## config.mk

```make
export PLATFORM = sky130hd
export DESIGN_NAME = ladybird_bus_arbiter
export DESIGN_NICKNAME = d
export VERILOG_FILES = /design/src/rtl/ladybird_bus_arbiter.sv
export SDC_FILE = /design/constraint.sdc
export NUM_CORES = 1
export LEC_CHECK = 0
export CELL_PAD_IN_SITES_DETAIL_PLACEMENT = 1
export CELL_PAD_IN_SITES_GLOBAL_PLACEMENT = 2
export CORE_ASPECT_RATIO = 1.4
export CORE_MARGIN = 10
export CORE_UTILIZATION = 10
export DETAILED_ROUTE_END_ITERATION = 8
export PLACE_DENSITY = 0.92
export REMOVE_ABC_BUFFERS = 1
export SLEW_MARGIN = 10
export SYNTH_ARGS = -nofsm -noshare
export SYNTH_HDL_FRONTEND = slang
export SYNTH_SLANG_ARGS = --single-unit
```

## constraint.sdc

```tcl
create_clock -name clk -period 2.1 [get_ports clk]
set_input_delay 0.315 -clock clk [delete_from_list [all_inputs] [get_ports clk]]
set_output_delay 0.315 -clock clk [all_outputs]
set_load 0.005 [all_outputs]
```

## src/rtl/ladybird_bus_arbiter.sv

```systemverilog
// Purpose : round-robin arbiter sharing one memory bus between fetch (req 0) and data/MMU (req 1),
//           with an owner FIFO that routes in-order responses back to the requester that issued them.
// Latency : zero-cycle request path (req->m_req, m_gnt->gnt) and response path (m_data_gnt->data_gnt).
// Backpressure: m_gnt low holds the winner locked until accepted; DEPTH outstanding blocks new requests.
//
// Ports:
//   clk, anrst                 clock, async active-low reset
//   reqN/addrN/wdataN/wstrbN   requester N transaction (fields stable until gntN)
//   gntN                       requester N accepted this cycle
//   data_gntN, rdataN          response for requester N (rdataN always mirrors m_rdata)
//   m_req/m_addr/m_wdata/m_wstrb, m_gnt          downstream request handshake
//   m_data_gnt, m_rdata        downstream in-order response
//   outstanding                owner FIFO occupancy
//   err                        sticky: response seen with no transaction outstanding
module ladybird_bus_arbiter #(
  parameter int XLEN  = 32,
  parameter int DEPTH = 4
) (
  input  logic                     clk,
  input  logic                     anrst,
  input  logic                     req0,
  input  logic [XLEN-1:0]          addr0,
  input  logic [XLEN-1:0]          wdata0,
  input  logic [XLEN/8-1:0]        wstrb0,
  input  logic                     req1,
  input  logic [XLEN-1:0]          addr1,
  input  logic [XLEN-1:0]          wdata1,
  input  logic [XLEN/8-1:0]        wstrb1,
  output logic                     gnt0,
  output logic                     gnt1,
  output logic                     data_gnt0,
  output logic                     data_gnt1,
  output logic [XLEN-1:0]          rdata0,
  output logic [XLEN-1:0]          rdata1,
  output logic                     m_req,
  output logic [XLEN-1:0]          m_addr,
  output logic [XLEN-1:0]          m_wdata,
  output logic [XLEN/8-1:0]        m_wstrb,
  input  logic                     m_gnt,
  input  logic                     m_data_gnt,
  input  logic [XLEN-1:0]          m_rdata,
  output logic [$clog2(DEPTH):0]   outstanding,
  output logic                     err
);

  localparam int PW = $clog2(DEPTH);
  localparam int CW = PW + 1;
  localparam logic [PW-1:0] PTR_ONE = PW'(1);
  localparam logic [CW-1:0] CNT_ONE = CW'(1);
  localparam logic [CW-1:0] CNT_MAX = CW'(DEPTH);

  // Lock state: once a request is presented but not accepted, selection freezes
  // so the downstream never sees the request fields change mid-handshake.
  typedef enum logic {ARB_OPEN, ARB_LOCKED} arb_state_e;

  arb_state_e        state_q, state_d;
  logic              lock_id_q, lock_id_d;
  logic              last_q, last_d;
  logic [DEPTH-1:0]  owner_q;
  logic [PW-1:0]     head_q, head_d;
  logic [PW-1:0]     tail_q, tail_d;
  logic [CW-1:0]     cnt_q, cnt_d;
  logic              err_q, err_d;

  logic sel;
  logic req_sel;
  logic full;
  logic empty;
  logic accept;
  logic pop;
  logic head_owner;

  // Requester selection
  always_comb begin
    sel = 1'b0;
    if (state_q == ARB_LOCKED) begin
      sel = lock_id_q;
    end else if (req0 && req1) begin
      sel = ~last_q;
    end else if (req1) begin
      sel = 1'b1;
    end
  end

  assign req_sel    = sel ? req1 : req0;
  assign full       = (cnt_q == CNT_MAX);
  assign empty      = (cnt_q == '0);
  // Full blocks the push even if a pop lands this cycle: no m_data_gnt -> m_gnt path.
  assign m_req      = req_sel & ~full;
  assign accept     = m_req & m_gnt;
  assign pop        = m_data_gnt & ~empty;
  assign head_owner = owner_q[head_q];

  assign m_addr  = sel ? addr1  : addr0;
  assign m_wdata = sel ? wdata1 : wdata0;
  assign m_wstrb = sel ? wstrb1 : wstrb0;

  assign gnt0 = accept & ~sel;
  assign gnt1 = accept &  sel;

  assign data_gnt0 = pop & ~head_owner;
  assign data_gnt1 = pop &  head_owner;
  assign rdata0    = m_rdata;
  assign rdata1    = m_rdata;

  assign outstanding = cnt_q;
  assign err         = err_q;

  // Lock FSM next state
  always_comb begin
    state_d   = state_q;
    lock_id_d = lock_id_q;
    if (accept) begin
      state_d = ARB_OPEN;
    end else if (m_req) begin
      state_d   = ARB_LOCKED;
      lock_id_d = sel;
    end
  end

  // FIFO bookkeeping, round-robin history and error flag
  always_comb begin
    last_d = last_q;
    head_d = head_q;
    tail_d = tail_q;
    cnt_d  = cnt_q;
    err_d  = err_q | (m_data_gnt & empty);
    if (accept) begin
      last_d = sel;
      tail_d = tail_q + PTR_ONE;
    end
    if (pop) begin
      head_d = head_q + PTR_ONE;
    end
    case ({accept, pop})
      2'b10:   cnt_d = cnt_q + CNT_ONE;
      2'b01:   cnt_d = cnt_q - CNT_ONE;
      default: cnt_d = cnt_q;
    endcase
  end

  always_ff @(posedge clk or negedge anrst) begin
    if (!anrst) begin
      state_q   <= ARB_OPEN;
      lock_id_q <= 1'b0;
      last_q    <= 1'b1;
      head_q    <= '0;
      tail_q    <= '0;
      cnt_q     <= '0;
      err_q     <= 1'b0;
      owner_q   <= '0;
    end else begin
      state_q   <= state_d;
      lock_id_q <= lock_id_d;
      last_q    <= last_d;
      head_q    <= head_d;
      tail_q    <= tail_d;
      cnt_q     <= cnt_d;
      err_q     <= err_d;
      if (accept) begin
        owner_q[tail_q] <= sel;
      end
    end
  end

endmodule

```

Yosys cells after proc, flatten, opt, wreduce, memory -nomap -nowiden
Index checks and enable logic that the tools add are counted.
{ "totals": {"memories": 0, "romBits": 0, "ff_bits": 15, "word_cells": 54, "latchBits": 0, "ramBits": 0, "out_inout_bits": 141} }
{ "classes": {"add_sub_neg": 4, "n_bitwise": 15, "shifts": 0, "n_reduce_logical": 6, "order_cmp": 3, "n_eq_ne": 3, "n_mux": 15, "mul": 0, "div_mod_pow": 0} }
{ "ops": {"columns": ["op", "n"], "rows": [
  ["two-way mux 32 bit", 2],
  ["bitwise AND 1 bit", 8],
  ["two-way mux 1 bit", 8],
  ["< comparator 2 x 3 -> 1 bit (second input constant)", 2],
  ["NOT 1 bit", 6],
  ["case mux 3 bit (2 select lines)", 1],
  ["adder 2 x 1 -> 2 bit (second input constant)", 2],
  ["bitwise mux 4 bit", 1],
  ["two-way mux 4 bit", 1],
  ["nonzero test 2 bit", 2],
  ["adder 3 x 1 -> 3 bit (second input constant)", 1],
  ["== test 3 bit (second input constant)", 1],
  ["logical NOT 3 bit", 1],
  ["subtractor 3 x 1 -> 3 bit (second input constant)", 1],
  ["binary-select mux 1 bit (select 2 bit)", 1],
  ["demux 1 bit (select 2 bit)", 1],
  ["== test 2 x 1 -> 1 bit (second input constant)", 1],
  ["== test 2 bit (second input constant)", 1],
  ["greater-or-equal comparator 2 x 1 -> 1 bit (second input constant)", 1],
  ["logical AND 1 bit", 2],
  ["AND reduction 2 bit", 1],
  ["bitwise OR 1 bit", 1]
]} }

Depth between registers and ports, before layout
{ "depth": {"depth_word": 8, "depth_mapped": 10} }

Worst setup path before layout
No wires, ideal clock.
{ "synth_path": {"kind": "register -> register", "startpoint": "reg cnt_q[0] (netlist: outstanding[0])", "endpoint": "reg cnt_q[2] (netlist: outstanding[2])", "setup_ns": 0.079, "setup_slack_ns": -0.145, "path_buffers": 1, "path_stages_with_launch": 10, "arrival_ns": 2.166, "cell_sequence": "dfrtp_1 nor3b_1 a2111o_1 buf_4 ha_1 inv_1 fa_1 xor2_1 nor2_1 xor2_1"} }
{ "synth_via": {"elab_chain_cells": 6, "elab_cells_between_ends": 13} }
{ "synth_lines": {"columns": ["item", "line", "source"], "rows": [
  ["from (decl)", "62", "logic [CW-1:0] cnt_q, cnt_d;"],
  ["from (signal assigned)", "158", "cnt_q <= cnt_d;"],
  ["== test 3 bit", "86", "assign full = (cnt_q == CNT_MAX);"],
  ["NOT 1 bit", "89", "assign m_req = req_sel & ~full;"],
  ["bitwise AND 1 bit", "89", null],
  ["bitwise AND 1 bit", "90", "assign accept = m_req & m_gnt;"],
  ["== test 2 x 1 -> 1 bit / == test 2 bit (equally long branches)", "135", "case ({accept, pop})"],
  ["case mux 3 bit (2 select lines) / nonzero test 2 bit (equally long branches)", null, null]
]} }
Parallel ways exist; a longest one is shown, timed or not.
A chain may end at the register's enable or synchronous reset.

Final worst setup path
{ "layout_path": {"startpoint": "reg last_q", "endpoint": "out m_wdata[18]"} }
{ "layout_via": {"elab_chain_cells": 4} }
{ "layout_lines": {"columns": ["item", "line", "source"], "rows": [
  ["from (decl)", "58", "logic last_q, last_d;"],
  ["from (signal assigned)", "155", "last_q <= last_d;"],
  ["NOT 1 bit", "79", "sel = ~last_q;"],
  ["two-way mux 1 bit", "78", "end else if (req0 && req1) begin"],
  ["two-way mux 1 bit", "76", "if (state_q == ARB_LOCKED) begin"],
  ["two-way mux 32 bit", "95", "assign m_wdata = sel ? wdata1 : wdata0;"],
  ["to (decl)", "37", "output logic [XLEN-1:0] m_wdata,"]
]} }
Every way passes these cells.

==> impl_metrics.tcl <==
set metrics [dict create \
    viasPerCell 3.62 \
    period_needed_ns 2.33 \
    drtPass1Iterations 3 \
    hold_viol_final 0 \
    cap_violations 0 \
    avgSynthCellArea_sq_um 10.1 \
    p_sw_frac 0.320 \
    finalCritPeriodShare 1.11 \
    r2r_end "outstanding[2]$_DFFE_PN0P_" \
    antenna_found_initial 3 \
    cts_tree "yes" \
    numPortBuffers 218 \
    crit_fanout 3 \
    h-tree-depth 1 \
    core_sq_mm 0.0211 \
    place_area_sq_mm 0.00434 \
    ioPinCount 315 \
    cp.required_ns 1.78 \
    clk_latency_ns 0.24 \
    initial_core_util 0.101 \
    tightest_slew_ns 0.480 \
    post-route-util 0.249 \
    hold_class "in -> async" \
    yosysSeqAreaShare 0.176 \
    p_seq_frac 0.096 \
    place.gp.congestion 0.675 \
    power.leakage_nw 2.42 \
    vdd_ir_drop_max_v 0.000383 \
    ctsLongestPathBuffers 2 \
    final_antenna_net_count 0 \
    cp.arrival_ns 2.01 \
    routedWlPerCell_microns 22.8 \
    setup_viol 66 \
    p_int_mw 4.11 \
    power_density_mw_per_mm2 1150 \
    track_usage 0.105 \
    nFillCells 2391 \
    cts_hold_buf 0 \
    finish.instance_area_sq_mm 0.00525 \
    clk_root_buffer_cell "clkbuf_16" \
    clkTransAtPathRegs_ns 0.05 \
    die_area_sq_mm 0.0277 \
    start_kind "register" \
    max_freq_mhz 429 \
    ys_seq_elements 15 \
    drive_above_1_share 0.535 \
    syn_to_final_growth_pct 145 \
    setup_ws_ns -0.230 \
    clkPwrFrac 0.062 \
    slew_headroom 0.672 \
    p_total_mw 6.05 \
    wl_mm 15.8 \
    dr_total_vias 2504 \
    cts_sinks 15 \
    cts-buffers-inserted 3 \
    synth_area_sq_mm 0.00214 \
    drt-initial-drc-count 59 \
    die_w_microns 144 \
    syn_inst 212 \
    p_switching_mw 1.94 \
    std_cell_rows 63 \
    crit-reg2reg-launch "state_q$_DFFE_PN0P_" \
    insertedDiodeCount 0 \
    path_class "reg -> out" \
    overflow 0 \
    failed_checks "negative setup slack" \
    dp_hpwl_mm 13.4 \
    grt_pass1_wl_mm 21.0 \
    comb_power_share 0.842 \
    die_h_microns 193 \
    rsz0062_at_grt "true" \
    ff2ff_path_depth 9 \
    grt_start_max_net_pins 16 \
    outcome "complete, but fails checks" \
    clock_skew_ns 0.00414 \
    r2r_slack_ns 0.04 \
    synth_warnings 0 \
    drc 0 \
    slew_violations 0 \
    synth_cell_types 29 \
    worstSetupEndpointType "primary output" \
    first_global_vias 2954 \
    finish.net_count 613 \
    place_ws_ns -0.533 \
]
==> cell type report <==
cell class,instances,area [sq um],share of cell area
multi-input cells,117,1470,0.280
clock inverters,1,7.51,0.00143
clock buffers,3,75.1,0.0143
flip-flops and latches,15,378,0.0719
repair buffers,289,2970,0.565
inverters,7,26.3,0.00500
well taps,260,325,0.0619
==> cell families (layout without fill, tap and decap cells) <==
logic type / count (synthesis) / after routing / share of synthesized area
compound gates: 12 / 12 / 0.0503
buf+inv: 80 / 300 / 0.258
xor+xnor: 6 / 6 / 0.0246
mux: 78 / 78 / 0.418
fa+ha+maj: 6 / 6 / 0.0386
simple gates: 15 / 15 / 0.0345
flops: 15 / 15 / 0.176
==> cell usage after synthesis (all sizes together) <==
cell	instances	share of area
ha	5	0.029
mux2	75	0.40
o21a	1	0.0035
nor3b	1	0.0035
a211oi	1	0.0035
o31a	1	0.0041
inv	7	0.012
a21o	1	0.0035
fa	1	0.0094
a22o	1	0.0041
mux2i	2	0.0094
and3b	1	0.0041
mux4	1	0.011
nor2b	2	0.0058
a2111o	1	0.0053
dfrtp	14	0.16
nor2	3	0.0053
and2	1	0.0029
nand2	6	0.011
dfstp	1	0.012
xor2	3	0.012
nor3	1	0.0023
xnor2	3	0.012
a22oi	1	0.0058
buf	73	0.25
a2111oi	5	0.020
==> cells in the final DEF (no fill, tap or decap), drive strengths merged <==
master,instances
o21a,1
nor3b,1
mux4,1
dlymetal6s2s,2
dfstp,1
dfrtp,14
clkdlybuf4s50,142
a21o,1
a22oi,1
xnor2,3
mux2i,2
nor3,1
mux2,75
ha,5
and3b,1
nand2,6
xor2,3
a211oi,1
nor2,3
clkbuf,21
nor2b,2
inv,7
a2111o,1
a2111oi,5
fa,1
and2,1
a22o,1
clkinvlp,1
dlygate4sd2,5
buf,122
o31a,1
==> through the flow <==
stage / instances / hold WS (ns) / setup TNS [ns]
CTS: 665 / 0.399 / -14.78
global route: 692 / 0.419 / -15.17
floorplan: 139 / 0.0194 / -83.04
global placement: 639 / 0.446 / -34.49
detailed placement: 639 / 0.452 / -34.44
finish: 692 / 0.391 / -9.17
==> worst max-delay path, stage by stage (launching register included) <==
cell and delay [ns]:
dfstp_2 0.54, nand2_2 0.06, a22oi_2 0.22, buf_4 0.18, buf_6 0.09, buf_6 0.09, buf_6 0.09, buf_6 0.08
mux2_4 0.30, buf_6 0.12
==> what timing repair did <==
action | in CTS | in global routing
endpoints found under the hold margin | 0 | 0
cloned | 2 | 2
gates resized for setup | 233 | 196
setup buffers | 20 | 29
pin swaps | 3 | 6
setup endpoints to repair | 75 | 72
==> state kept, by name, indices dropped and copies added, names as in the netlist <==
signal,cells
err,1
outstanding,3
head_q,2
lock_id_q,1
last_q,1
state_q,1
tail_q,2
owner_q,4
==> power groups by stage <==
stage	Sequential (mW)	Combinational [mW]	Clock (mW)
finish	0.578	5.10	0.376
global route	0.605	5.48	0.409
CTS	0.580	3.92	0.391
detailed placement	0.564	3.49	0
global placement	0.557	3.45	0
floorplan	0.561	1.44	0
==> routing by layer <==
metal | routed length, microns | global-route usage
met1 | 5970 | 0.113
met2 | 6440 | 0.149
met3 | 3190 | 0.0993
met4 | 91 | 0.00827
met5 | 113 | 0.0344
==> worst max path at each step <==
stage / from / end / slack (ns) / cells after the start
2_1_floorplan: last_q$_DFFE_PN1P_ / m_addr[0] / -1.20 / 3
3_3_place_gp: req1 / m_wdata[21] / -0.53 / 7
3_5_place_dp: req1 / m_wdata[21] / -0.53 / 7
4_1_cts: last_q$_DFFE_PN1P_ / m_wdata[4] / -0.42 / 7
5_1_grt: last_q$_DFFE_PN1P_ / m_wdata[4] / -0.32 / 8
6_report: last_q$_DFFE_PN1P_ / m_wdata[18] / -0.23 / 9
(Power assumes the default switching activity.)
